## src/rtl/arb_pkg.sv

```systemverilog
// Shared types and helpers for the round-robin arbiter family.
package arb_pkg;

  // Arbiter control state: no holder, or one requester owns the resource.
  typedef enum logic {
    IDLE  = 1'b0,
    GRANT = 1'b1
  } arb_state_e;

  // Width of a binary index into n requesters (at least one bit).
  function automatic int idx_w(input int n);
    return (n > 1) ? $clog2(n) : 1;
  endfunction

endpackage

```

## src/rtl/rr_arbiter_param_pick.sv

```systemverilog
// Circular find-first picker: returns the first requester at or after ptr,
// wrapping past N-1 back to 0. Purely combinational so it can be shared by
// single- and multi-channel arbiters.
module rr_pick
  import arb_pkg::*;
#(
  parameter int N    = 4,
  parameter int IDXW = idx_w(N)
) (
  input  logic [N-1:0]    req,
  input  logic [IDXW-1:0] ptr,
  output logic            found,
  output logic [IDXW-1:0] idx
);

  localparam logic [IDXW:0] SUM_N = (IDXW+1)'(N);

  logic [2*N-1:0] req_dbl;
  logic [N-1:0]   rot;
  logic [N-1:0]   first;
  logic [IDXW-1:0] off;
  logic [IDXW:0]  sum;

  // Rotate so that bit 0 of rot corresponds to requester ptr.
  assign req_dbl = {req, req};
  assign rot     = N'(req_dbl >> ptr);

  // One-hot mask of the lowest set bit of the rotated vector.
  generate
    for (genvar gi = 0; gi < N; gi++) begin : g_first
      if (gi == 0) begin : g_lsb
        assign first[gi] = rot[gi];
      end else begin : g_upper
        assign first[gi] = rot[gi] & ~(|rot[gi-1:0]);
      end
    end
  endgenerate

  // Encode the one-hot offset (OR-reduction is safe because at most one bit is set).
  always_comb begin
    off = '0;
    for (int i = 0; i < N; i++) begin
      if (first[i]) off = off | IDXW'(i);
    end
  end

  // Rotate back: winner = (ptr + offset) mod N.
  assign sum   = {1'b0, off} + {1'b0, ptr};
  assign idx   = (sum >= SUM_N) ? IDXW'(sum - SUM_N) : sum[IDXW-1:0];
  assign found = |req;

endmodule

```

## src/rtl/rr_arbiter_param.sv

```systemverilog
// Round-robin arbiter with persistent one-hot grant, rotating priority and an
// optional per-holder cycle limit. All outputs come straight from flops.
// The holder-done input is called release_i because "release" is reserved.
module rr_arbiter_param
  import arb_pkg::*;
#(
  parameter int N        = 4,
  parameter int MAX_HOLD = 0,
  parameter int IDXW     = idx_w(N)
) (
  input  logic            clk,
  input  logic            rstn,
  input  logic [N-1:0]    req,
  input  logic            release_i,
  output logic [N-1:0]    grant,
  output logic [IDXW-1:0] grant_idx,
  output logic            grant_valid
);

  // Counter only needs to reach MAX_HOLD-1; with MAX_HOLD=0 it is held at
  // zero and collapses to constants in synthesis.
  localparam int HCW = (MAX_HOLD > 0) ? $clog2(MAX_HOLD + 1) : 1;
  localparam logic [HCW-1:0]  HOLD_LAST = (MAX_HOLD > 0) ? HCW'(MAX_HOLD - 1) : '0;
  localparam logic [IDXW-1:0] LAST_IDX  = IDXW'(N - 1);

  arb_state_e      state_q, state_d;
  logic [IDXW-1:0] ptr_q, ptr_d;
  logic [HCW-1:0]  hold_cnt_q, hold_cnt_d;
  logic [N-1:0]    grant_q, grant_d;
  logic [IDXW-1:0] grant_idx_q, grant_idx_d;
  logic            grant_valid_q, grant_valid_d;

  logic [IDXW-1:0] next_ptr;
  logic [IDXW-1:0] pick_ptr;
  logic            pick_found;
  logic [IDXW-1:0] pick_idx;
  logic            holder_req;
  logic            timeout;
  logic            rel_cond;

  // Priority after a release starts just past the outgoing holder; from IDLE
  // the stored pointer is used unchanged.
  assign next_ptr   = (grant_idx_q == LAST_IDX) ? '0 : grant_idx_q + 1'b1;
  assign pick_ptr   = (state_q == GRANT) ? next_ptr : ptr_q;

  rr_pick #(
    .N    (N),
    .IDXW (IDXW)
  ) u_pick (
    .req   (req),
    .ptr   (pick_ptr),
    .found (pick_found),
    .idx   (pick_idx)
  );

  assign holder_req = req[grant_idx_q];
  assign timeout    = (MAX_HOLD != 0) && (hold_cnt_q == HOLD_LAST);
  assign rel_cond   = !holder_req || release_i || timeout;

  // Next-state logic: grant from IDLE, hand over or hold while in GRANT.
  always_comb begin
    state_d       = state_q;
    ptr_d         = ptr_q;
    hold_cnt_d    = hold_cnt_q;
    grant_d       = grant_q;
    grant_idx_d   = grant_idx_q;
    grant_valid_d = grant_valid_q;
    case (state_q)
      IDLE: begin
        if (pick_found) begin
          state_d       = GRANT;
          grant_d       = N'(1) << pick_idx;
          grant_idx_d   = pick_idx;
          grant_valid_d = 1'b1;
          hold_cnt_d    = '0;
        end else begin
          grant_d       = '0;
          grant_idx_d   = '0;
          grant_valid_d = 1'b0;
        end
      end
      GRANT: begin
        if (rel_cond) begin
          ptr_d      = next_ptr;
          hold_cnt_d = '0;
          if (pick_found) begin
            grant_d       = N'(1) << pick_idx;
            grant_idx_d   = pick_idx;
            grant_valid_d = 1'b1;
          end else begin
            state_d       = IDLE;
            grant_d       = '0;
            grant_idx_d   = '0;
            grant_valid_d = 1'b0;
          end
        end else if ((MAX_HOLD != 0) && (hold_cnt_q != '1)) begin
          hold_cnt_d = hold_cnt_q + 1'b1;
        end
      end
      default: begin
        state_d = IDLE;
      end
    endcase
  end

  // State and output registers with asynchronous active-low reset.
  always_ff @(posedge clk or negedge rstn) begin
    if (!rstn) begin
      state_q       <= IDLE;
      ptr_q         <= '0;
      hold_cnt_q    <= '0;
      grant_q       <= '0;
      grant_idx_q   <= '0;
      grant_valid_q <= 1'b0;
    end else begin
      state_q       <= state_d;
      ptr_q         <= ptr_d;
      hold_cnt_q    <= hold_cnt_d;
      grant_q       <= grant_d;
      grant_idx_q   <= grant_idx_d;
      grant_valid_q <= grant_valid_d;
    end
  end

  assign grant       = grant_q;
  assign grant_idx   = grant_idx_q;
  assign grant_valid = grant_valid_q;

endmodule
```

## config.mk

```make
export PLATFORM = sky130hd
export DESIGN_NAME = rr_arbiter_param
export DESIGN_NICKNAME = d
export VERILOG_FILES = /design/src/rtl/arb_pkg.sv /design/src/rtl/rr_arbiter_param_pick.sv /design/src/rtl/rr_arbiter_param.sv
export SDC_FILE = /design/constraint.sdc
export NUM_CORES = 1
export LEC_CHECK = 0
export ABC_AREA = 0
export CORE_UTILIZATION = 52
export DETAILED_ROUTE_END_ITERATION = 16
export PLACE_DENSITY = 0.89
export SYNTH_ARGS = -nofsm -noshare
export SYNTH_HDL_FRONTEND = slang
export SYNTH_SLANG_ARGS = --single-unit
```

## constraint.sdc

```tcl
create_clock -name clk -period 3.6 [get_ports clk]
set_clock_uncertainty 0.15 [all_clocks]
set_input_delay 0.9 -clock clk [delete_from_list [all_inputs] [get_ports clk]]
set_output_delay 0.9 -clock clk [all_outputs]
set_load 0.02 [all_outputs]
```

After elaboration in Yosys (flattened, before gate mapping)
Cells that the tools add are included.
- shift operators: 2
- $add $sub $neg: 3
- bitwise logic cells: 7
- equal/unequal tests: 2
- multiplexer cells: 19
- magnitude comparators: 2
- reduce and logical (&&, ||, !) cells: 6
- operators with widths (cell ; count):
    2-to-1 mux 2 bit ; 7
    2-to-1 mux 4 bit ; 2
    case mux 4 bit (2 select lines) ; 1
    right shift 8 x 2 -> 4 bit ; 1
    2-to-1 mux 1 bit ; 5
    NOT 1 bit ; 4
    case mux 1 bit (2 select lines) ; 2
    case mux 2 bit (2 select lines) ; 1
    OR reduction 4 bit ; 1
    left shift 1 x 2 -> 4 bit, first input constant ; 1
    adder 2 x 2 -> 3 bit ; 1
    bitwise AND 1 bit ; 3
    greater-or-equal comparator 3 bit, second input constant ; 1
    less-than comparator 2 x 3 -> 1 bit, second input constant ; 1
    OR reduction 3 bit ; 1
    adder 2 x 1 -> 2 bit, second input constant ; 1
    binary-select mux 1 bit (select 2 bit) ; 1
    == test 2 bit, second input constant ; 1
    inequality test 2 x 1 -> 1 bit, second input constant ; 1
    AND reduction 2 bit ; 1
    OR reduction 2 bit ; 1
    subtractor 2 x 1 -> 2 bit, second input constant ; 1
    logical NOT 1 bit ; 1
    logical OR 1 bit ; 1
- word-level logic and storage cells: 46
- bits of input ports: 7
- output and inout bits: 7
- register bits: 10

Depth between registers and ports, before layout
Gate-level depths: netlist of run 1.
- word-level depth: 16
- gate-level depth with buffers: 8
- gate-level depth less buffers: 8

By module
A second synthesis of run 1 with hierarchy kept.
- cell total of the unflattened synthesis: 71
- area total of the unflattened synthesis: 723.2 um2
- by module, submodules not included (module ; cells an instance ; seq. area each (um2) ; times used ; area each (um2)):
    rr_arbiter_param ; 44 ; 250.2 ; 1 ; 528.0
    rr_pick ; 27 ; 0.0 ; 1 ; 195.2

Worst setup path after synthesis of run 1
OpenSTA, ideal clock, no wires.
- kind: input port to flip-flop
- from: in req[3]
- to: reg grant_q[0] (netlist: grant[0])
- arrival time: 2.095 ns
- library setup time: 0.095 ns
- data required time: 3.355 ns
- buffers on the path: 1
- setup slack: 1.260 ns
- stages on the path: 8
- path through: buf_2 > nor2_1 > a2bb2oi_1 > o221ai_1 > o21a_1 > ha_1 > a21boi_0 > o31ai_1
- cells in the longest elaborated chain, start to end: 13
- elaborated cells between the ends (all ways): 26
- those cells by class: 2 x add/sub; 1 x order compare; 1 x eq/ne; 2 x shift; 9 x mux; 6 x bitwise; 5 x reduce/logical
- ends and longest elaborated chain (element ; line ; RTL):
    start: declaration ; rr_arbiter_param.sv:13 ; input logic [N-1:0] req,
    right shift 8 x 2 -> 4 bit ; rr_arbiter_param_pick.sv:26 ; assign rot = N'(req_dbl >> ptr);
    NOT 1 bit or OR reduction 2 bit (tied branches) ; rr_arbiter_param_pick.sv:34 ; assign first[gi] = rot[gi] & ~(|rot[gi-1:0]);
    bitwise AND 1 bit or NOT 1 bit (tied branches) ; rr_arbiter_param_pick.sv:34 ;
    2-to-1 mux 1 bit or bitwise AND 1 bit (tied branches) ; rr_arbiter_param_pick.sv:43, rr_arbiter_param_pick.sv:34 ;
    2-to-1 mux 2 bit (2 in a row) ; rr_arbiter_param_pick.sv:43 ; if (first[i]) off = off | IDXW'(i);
    adder 2 x 2 -> 3 bit ; rr_arbiter_param_pick.sv:48 ; assign sum = {1'b0, off} + {1'b0, ptr};
    greater-or-equal comparator 3 bit or subtractor 2 x 1 -> 2 bit (tied branches) ; rr_arbiter_param_pick.sv:49 ; assign idx = (sum >= SUM_N) ? IDXW'(sum - SUM_N) : sum[IDXW-1:0];
    2-to-1 mux 2 bit ; rr_arbiter_param_pick.sv:49 ;
    left shift 1 x 2 -> 4 bit ; rr_arbiter_param.sv:72, rr_arbiter_param.sv:87 ;
    2-to-1 mux 4 bit ; rr_arbiter_param.sv:70, rr_arbiter_param.sv:86 ;
    2-to-1 mux 4 bit ; rr_arbiter_param.sv:83 ; if (rel_cond) begin
    case mux 4 bit (2 select lines) ; rr_arbiter_param.sv:68 ; case (state_q)
    end signal: assignment ; rr_arbiter_param.sv:119 ; grant_q <= grant_d;
    end: declaration ; rr_arbiter_param.sv:29 ; logic [N-1:0] grant_q, grant_d;
Parallel ways exist; a longest one is shown, timed or not. The select of a mux whose other input is x is not followed.
A chain may end at the register's enable or synchronous reset.

Worst setup path after layout of run 1
- from: in req[0]
- to: reg grant_q[1] (netlist: grant[1])
Same word-level chain as after synthesis.

==> flow_metrics.py, run 1 <==
metrics = {
    "synth": {
        "syn_area_um2": 677,
        "yosysUniqueCellTypes": 32,
        "synth.top_cell.area_share_pct": 37.0,
        "synth_top_area_cell": "dfrtp_1",
        "synthCells": 72,
        "ys_seq_area_share_pct": 37.0,
        "synth-seq-cells": 10,
        "yosysWarnings": 0,
        "ys_top_cells_by_area": "dfrtp_1 (37%), mux2_2 (6.7%), nand2_1 (6.1%), o31ai_1 (5.5%), ha_1 (3.7%)",
        "synth.avg_cell_area_um2": 9.40,
        "syn_nets": 81,
    },
    "final_layout": {
        "layout_commonest_cell": "clkdlybuf4s50_1",
        "postLayoutCellArea_um2": 840,
        "final_cell_mix": "clkdlybuf4s50_1 (13), nand2_1 (11), dfrtp_1 (10)",
        "instances_no_fill": 100,
        "fin_util_pct": 72.6,
        "synthToLayoutAreaGrowth_pct": 24.0,
        "diodes": 0,
        "nets": 96,
        "drive_above_1_share_pct": 15.1,
    },
    "global_route": {
        "grt_pass1_wl_um": 2620,
        "gr-total-overflow": 0,
        "grt_max_degree": 11,
        "grt_use_total_pct": 26.3,
        "grt_pass1_vias": 603,
        "antenna_found_initial": 0,
    },
    "timing": {
        "slew_violations": 0,
        "setup_violations": 0,
        "tightest_slew_ps": 570,
        "tns_ps": 0,
        "fmax_mhz": 359,
        "hold_violations": 0,
        "post-route-min-period_ps": 2790,
        "rsz0062_at_grt": "no",
        "period_share_pct": 77.4,
        "setup_slack_ps": 814,
        "relSlewSlack_pct": 61.9,
    },
    "clock_network": {
        "clock-sinks": 10,
        "post_cts.repair.setup_buffers": 0,
        "cts_hold_buf": 0,
        "cts_resized": 0,
        "htree_levels": 1,
        "cts_tree": "yes",
        "clk_pin_slew_ps": 70,
        "cts_buffers": 3,
        "clockRootBuffer": "clkbuf_4",
        "clk_latency_ps": 260,
        "cts_buffer_depth": 2,
    },
    "floorplan": {
        "io_pins": 14,
        "rows": 12,
        "core_um2": 1160,
        "dieHeight_um": 38.1,
        "start_util_pct": 58.5,
        "die_width_um": 38.1,
        "design.die.area_um2": 1450,
    },
    "critical_path": {
        "cp.required_ps": 3600,
        "cp_top_family": "buffers and inverters",
        "slowest_delay_ps": 620,
        "crit_path_end_kind": "register",
        "critPathKind": "input pin to register",
        "worstPathCellList": "clkdlybuf4s50_1, inv_1, o22ai_1, and3_1, o21a_1, ha_1, and3b_1, o31ai_1",
        "cp_slowest_cell": "clkdlybuf4s50_1",
        "startpoint_type": "input pin",
        "cp_max_fo": 8,
        "crit_arrival_ps": 2790,
        "path_buf_inv": 2,
    },
    "job": {
        "drv_cap": 0,
    },
    "pwr": {
        "vdd_drop_max_mv": 0.473,
        "total_leakage_power_nw": 0.356,
        "cellPowerDensity_nw_per_um2": 905,
    },
    "routing": {
        "wl_um": 1620,
        "drcViolationCount": 0,
        "drtAntennaViolNets": 0,
        "num_vias": 632,
        "via_per_inst": 6.32,
        "first_pass_iters": 4,
        "routedWlPerCell_um": 16.2,
        "drt-initial-drc-count": 33,
    },
    "place": {
        "io_buffers": 13,
        "placedCellCount": 96,
        "place_ws_ps": 585,
        "dpl_cell_area_um2": 803,
        "post-dp-hpwl_um": 1190,
        "gp_congestion": 0.833,
    },
    "status": {
        "status": "completed",
    },
    "worst_hold_path": {
        "hp-class": "register to register",
    },
}
[routing by layer]
metal / wire length [µm] / share of wire (%) / vias to the layer above / track usage [%]
met5: 0 / 0 / - / 0
met4: 49 / 3.0 / 0 / 13.4
met3: 111 / 6.9 / 10 / 1.74
met2: 785 / 49 / 37 / 44.5
met1: 671 / 41 / 295 / 33.2
li1: - / - / 290 / -
[per-stage QoR]
step / power, mW / hold WS (ps)
5_1_grt: 0.809 / 378
6_report: 0.760 / 340
4_1_cts: 0.755 / 342
3_3_place_gp: 0.627 / 317
3_5_place_dp: 0.648 / 326
2_1_floorplan: 0.510 / 331
[tightest hold or removal path, delay by kind of cell (launching register included)]
kind / cells / cell delay [ps]
AND/OR/NAND/NOR: 1 / 50
flip-flops: 1 / 340
AO/OA/AOI/OAI: 1 / 60
[layout make-up]
| type | instances | area [µm²] |
|---|---|---|
| tap | 14 | 17.5 |
| clock buffer | 4 | 36.3 |
| timing repair buffer | 13 | 130 |
| inverter | 3 | 11.3 |
| sequential | 10 | 250 |
| fill | 93 | 317 |
| multi-input combinational | 56 | 394 |
[worst paths after layout]
path                                          start              endpoint  slack, ps  depth (start not counted)
setup reg to reg           grant_idx[0]$_DFFE_PN0P_  grant[1]$_DFFE_PN0P_       1030                          8
min in group asynchronous                      rstn  ptr_q[1]$_DFFE_PN0P_        800                          1
max in group asynchronous                      rstn  grant[1]$_DFFE_PN0P_       2190                          1
setup / recovery                             req[0]  grant[1]$_DFFE_PN0P_        810                          8
hold / removal                 grant[0]$_DFFE_PN0P_  grant[0]$_DFFE_PN0P_        340                          2
hold reg to reg                grant[0]$_DFFE_PN0P_  grant[0]$_DFFE_PN0P_        340                          2
[synth_stat cells]
cell,n
a21boi_0,1
a21oi_1,2
a22oi_1,1
a2bb2oi_1,1
and2_4,1
and3_1,1
and3_4,1
and3b_1,1
buf_2,2
buf_6,1
dfrtp_1,10
ha_1,2
inv_1,2
inv_2,1
mux2_2,4
mux2i_1,2
mux2i_2,1
nand2_1,11
nand2b_1,1
nand3_1,1
nand3b_1,1
nor2_1,4
nor3_1,1
nor3b_1,2
o211a_1,1
o21a_1,3
o21ai_0,3
o221ai_1,2
o22ai_1,1
o31ai_1,5
or2_4,1
or3b_1,1
[logic make-up (layout without fill, tap and decap cells)]
logic type	after synthesis	count (layout)	synth area share (%)
AO/OA/AOI/OAI	20	20	21.1
multiplexers	7	7	11.6
buffers and inverters	6	20	4.81
flip-flops	10	10	37.0
adder cells (fa/ha/maj)	2	2	3.70
AND/OR/NAND/NOR	27	27	21.8
[sequential cells by signal, indices dropped and copies added, names as in the netlist]
register	cells
ptr_q	2
grant_valid	1
grant	4
state_q	1
grant_idx	2
[power breakdown]
part,internal (mW),switching [mW],total (mW)
logic,0.218,0.243,0.461
clock network,0.0614,0.0397,0.101
registers,0.157,0.0401,0.198
No activity file was read; power rests on OpenSTA's default activity.
==> inputs of run 2 (changes only) <==
CORE_UTILIZATION = 44   (was 52)
PLACE_DENSITY = 0.81   (was 0.89)
clock period = 2.3 ns   (was 3.6 ns; I/O delays follow)
==> run 2 against run 1 <==
Against the previous run:
- sequential power is 50% higher
- die area is 17% higher
- worst hold slack better by 1.7 ps
- critical path type unchanged
- largest power group unchanged
- highest routed layer is now met3
==> flow_metrics.py, run 2 (synthesized netlist as in run 1, its figures left out) <==
metrics = {
    "critical_path": {
        "startpoint_type": "input pin",
        "critPathKind": "input pin to register",
        "crit_arrival_ps": 2280,
        "reg2reg_slack_ps": 70,
        "reg2reg_from": "grant_idx[0]$_DFFE_PN0P_",
        "crit-reg2reg-capture": "grant[0]$_DFFE_PN0P_",
        "cp_max_fo": 4,
        "crit_path_end_kind": "register",
        "rr_worst_depth": 8,
        "cp.required_ps": 2330,
    },
    "pwr": {
        "power.total_mw": 1.50,
        "vdd_drop_max_mv": 0.918,
        "cellPowerDensity_nw_per_um2": 1460,
        "total_leakage_power_nw": 0.440,
    },
    "final_layout": {
        "drive_above_1_share_pct": 38.8,
        "synthToLayoutAreaGrowth_pct": 51.4,
        "nets": 108,
        "layout_commonest_cell": "buf_4",
        "postLayoutCellArea_um2": 1020,
        "final_cell_mix": "buf_4 (12), nand2_1 (11), clkdlybuf4s50_1 (10)",
        "fin_util_pct": 75.0,
        "largest_register_ffs": 4,
        "diodes": 0,
    },
    "clock_network": {
        "cts_buffers": 3,
        "clk_pin_slew_ps": 70,
        "clockRootBuffer": "clkbuf_4",
        "cts_buffer_depth": 2,
        "cts_tree": "yes",
        "htree_levels": 1,
        "clk_latency_ps": 270,
        "post_cts.repair.setup_buffers": 0,
        "clock-sinks": 10,
    },
    "timing": {
        "slew_violations": 0,
        "tightest_slew_ps": 465,
        "holdWs_ps": 342,
        "relSlewSlack_pct": 68.9,
        "rsz0062_at_grt": "no",
        "setup_slack_ps": 46.8,
        "hold_violations": 0,
        "post-route-min-period_ps": 2250,
        "setup_violations": 0,
        "fmax_mhz": 444,
        "period_share_pct": 98.0,
    },
    "global_route": {
        "grt_max_degree": 11,
        "gr-total-overflow": 0,
        "grt_use_total_pct": 21.6,
        "antenna_found_initial": 0,
        "grt_pass1_wl_um": 2300,
        "grt_pass1_vias": 560,
    },
    "place": {
        "post-dp-hpwl_um": 1260,
        "place_ws_ps": -276,
        "dpl_cell_area_um2": 897,
        "io_buffers": 13,
        "gp_congestion": 0.734,
    },
    "worst_hold_path": {
        "hp-class": "register to register",
        "min_to": "grant[3]$_DFFE_PN0P_",
        "hp-start": "grant[3]$_DFFE_PN0P_",
        "holdPathStages": 2,
    },
    "routing": {
        "num_vias": 645,
        "via_per_inst": 5.71,
        "wl_met1_um": 792,
        "first_pass_iters": 4,
        "highest_layer": "met3",
        "routedWlPerCell_um": 15.3,
        "route.met2.wl_um": 865,
        "drcViolationCount": 0,
        "drtAntennaViolNets": 0,
        "met3_length_um": 67,
        "wl_um": 1730,
        "drt-initial-drc-count": 10,
    },
    "floorplan": {
        "core_um2": 1370,
        "start_util_pct": 49.5,
        "die_width_um": 41.2,
        "design.die.area_um2": 1700,
        "rows": 13,
        "io_pins": 14,
        "dieHeight_um": 41.2,
    },
    "job": {
        "drv_cap": 0,
    },
    "status": {
        "status": "completed",
    },
}
run 2: critical path: stages:
cell and delay [ps]:
clkdlybuf4s50_1 550, inv_1 60, o22ai_1 120, and3_4 230, o21a_1 170, ha_4 160, and3b_1 210, o31ai_1 200
run 2: power breakdown:
part / internal, mW / switching [mW] / leakage (nW) / total, mW
clock network: 0.0671 / 0.0617 / 0.0150 / 0.129
logic: 0.546 / 0.528 / 0.309 / 1.07
registers: 0.250 / 0.0472 / 0.116 / 0.297
run 2: through the flow:
stage                     setup TNS [ps]  instances
after floorplan                        0         72
after global placement             -1820        109
after detailed placement           -1980        109
after CTS                              0        113
after global routing                   0        113
final                                  0        113
run 2: worst max path at each step:
stage,from,endpoint,depth (start not counted)
global placement,req[3],grant[1]$_DFFE_PN0P_,8
finish,req[2],grant[0]$_DFFE_PN0P_,8
detailed placement,req[3],grant[0]$_DFFE_PN0P_,8
global route,grant_idx[0]$_DFFE_PN0P_,grant[0]$_DFFE_PN0P_,8
CTS,req[1],grant[1]$_DFFE_PN0P_,8
floorplan,grant_idx[0]$_DFFE_PN0P_,grant[0]$_DFFE_PN0P_,8
run 2: area by class of cell:
cell class | instances | area (µm²)
Multi-Input combinational cell | 56 | 495
Fill cell | 104 | 342
Sequential cell | 10 | 253
Timing Repair Buffer | 25 | 220
Clock buffer | 4 | 26.3
Tap cell | 15 | 18.8
Inverter | 3 | 11.3
run 2: what timing repair did:
action                                  CTS  global route
resized for setup                         9            13
endpoints found under the setup margin    6             5
pin swaps                                 1             4
hold buffers                              0             0
gates cloned                              0             0
run 2: layer usage:
metal  global-route usage, %  vias to the layer above
met5                       0                        -
met4                    2.42                        0
met3                    9.78                        0
met2                    40.2                       12
met1                    22.6                      314
li1                        -                      319
==> inputs of run 3 (changes only) <==
--- a/config.mk
+++ b/config.mk
@@ -14 +14,2 @@
 export SYNTH_SLANG_ARGS = --single-unit
+export TNS_END_PERCENT = 20
--- a/constraint.sdc
+++ b/constraint.sdc
@@ -4,2 +4,2 @@
 set_output_delay 0.575 -clock clk [all_outputs]
-set_load 0.02 [all_outputs]
+set_load 0.05 [all_outputs]
==> run 3 against run 2 <==
Against the previous run:
- fmax rose by 0.96%
- wire length fell by 6.6%
- combinational power fell by 4%
- global-route usage rose by 0.63 points
- largest power group unchanged
- first-iteration DRC count rose by 110%
==> flow_metrics.py, run 3 (synthesized netlist as in run 1, its figures left out) <==
metrics = {
    "status": {
        "status": "completed",
    },
    "timing": {
        "hold_violations": 0,
        "fmax_mhz": 448,
        "holdWs_ps": 332,
        "relSlewSlack_pct": 66.0,
        "setup_violations": 0,
        "setup_slack_ps": 68.3,
        "period_share_pct": 97.0,
        "post-route-min-period_ps": 2230,
        "slew_violations": 0,
        "tightest_slew_ps": 508,
    },
    "critical_path": {
        "crit_start": "grant_idx[1]$_DFFE_PN0P_",
        "crit_arrival_ps": 2260,
        "cp.required_ps": 2320,
        "startpoint_type": "register",
        "cp_max_fo": 4,
        "reg2reg_from": "grant_idx[1]$_DFFE_PN0P_",
        "critPathKind": "register to register",
        "crit_path_end_kind": "register",
    },
    "floorplan": {
        "rows": 13,
        "io_pins": 14,
        "dieHeight_um": 41.2,
        "design.die.area_um2": 1700,
        "start_util_pct": 49.5,
        "core_um2": 1370,
        "die_width_um": 41.2,
    },
    "final_layout": {
        "synthToLayoutAreaGrowth_pct": 47.3,
        "postLayoutCellArea_um2": 997,
        "diodes": 0,
        "instances_no_fill": 114,
        "final_cell_mix": "buf_4 (15), nand2_1 (10), dfrtp_1 (8), clkdlybuf4s50_1 (8), nor2_1 (4)",
        "layout_commonest_cell": "buf_4",
        "drive_above_1_share_pct": 39.4,
        "nets": 109,
        "largest_register_ffs": 4,
    },
    "routing": {
        "routedWlPerCell_um": 14.1,
        "wl_um": 1610,
        "drtAntennaViolNets": 0,
        "via_per_inst": 5.69,
        "num_vias": 649,
        "drcViolationCount": 0,
        "first_pass_iters": 4,
        "drt-initial-drc-count": 21,
    },
    "worst_hold_path": {
        "hp-class": "register to register",
        "hp-start": "grant[2]$_DFFE_PN0P_",
    },
    "pwr": {
        "combPwrFrac_pct": 69.2,
        "power_switching_mw": 0.653,
        "vdd_drop_max_mv": 1.15,
        "clockPowerShare_pct": 10.6,
        "total_leakage_power_nw": 0.452,
        "cellPowerDensity_nw_per_um2": 1490,
        "seqPwrFrac_pct": 20.2,
        "internal_power_mw": 0.830,
        "p_sw_share_pct": 44.0,
        "power.total_mw": 1.48,
    },
    "place": {
        "place_ws_ps": -330,
        "post-dp-hpwl_um": 1200,
        "io_buffers": 13,
        "placedCellCount": 110,
        "dpl_cell_area_um2": 912,
        "gp_congestion": 0.796,
    },
    "clock_network": {
        "clockRootBuffer": "clkbuf_4",
        "cts_buffers": 3,
        "clock-sinks": 10,
        "cts_tree": "yes",
        "cts_hold_buf": 0,
        "clk_pin_slew_ps": 70,
        "post_cts.repair.setup_buffers": 0,
        "cts_buffer_depth": 2,
        "htree_levels": 1,
        "clk_latency_ps": 270,
    },
    "global_route": {
        "grt_pass1_wl_um": 2330,
        "grt_use_total_pct": 22.2,
        "gr-total-overflow": 0,
        "grt_max_degree": 11,
        "grt_pass1_vias": 553,
        "antenna_found_initial": 0,
    },
    "job": {
        "drv_cap": 0,
    },
}
[run 3: path summary, 6_finish.rpt]
path                       cells after the start  slack (ps)                       end
max                                            8          70      grant[0]$_DFFE_PN0P_
min                                            2         330      grant[2]$_DFFE_PN0P_
max reg2reg                                    8          70      grant[0]$_DFFE_PN0P_
min reg2reg                                    2         330      grant[2]$_DFFE_PN0P_
max in group asynchronous                      1        1210  grant_idx[0]$_DFFE_PN0P_
min in group asynchronous                      1         460      grant[2]$_DFFE_PN0P_
[run 3: through the flow]
step                TNS [ps]  utilization [%]
floorplan                  0                -
global placement       -1640             66.8
detailed placement     -2240             66.8
CTS                        0             69.3
global route           -11.9             73.0
finish                     0             73.0
[run 3: critical path: stages, from the launching register on]
cell	delay, ps
dfrtp_2	420
ha_4	260
mux2_4	290
nand2_2	70
and3_4	170
o21a_1	110
ha_2	190
and3b_2	230
o31ai_2	230
[run 3: routing by layer]
metal / global-route usage (%) / routed length (µm) / share of wire, % / up-vias
met2: 35.2 / 784 / 49 / 14
met1: 26.8 / 731 / 45 / 317
met5: 0 / 0 / 0 / -
met4: 7.26 / 11 / 0.68 / 0
li1: - / - / - / 314
met3: 9.78 / 84 / 5.2 / 4
[run 3: final cells by class]
cell class | count | area [µm²]
clock buffers | 4 | 36.3
fillers | 111 | 369
inverters | 3 | 11.3
multi-input cells | 56 | 452
flip-flops and latches | 10 | 253
well taps | 15 | 18.8
repair buffers | 26 | 226
[run 3: power by group through the flow]
stage	logic, mW	clock network [mW]	registers (mW)
floorplan	0.459	0	0.464
global placement	0.905	0	0.295
detailed placement	0.916	0	0.298
CTS	0.922	0.162	0.295
global route	1.10	0.171	0.309
finish	1.03	0.157	0.299
[run 3: repair_timing]
action,CTS,global route
endpoints found under the setup margin,3,6
pin swaps,0,5
gates resized for setup,1,13
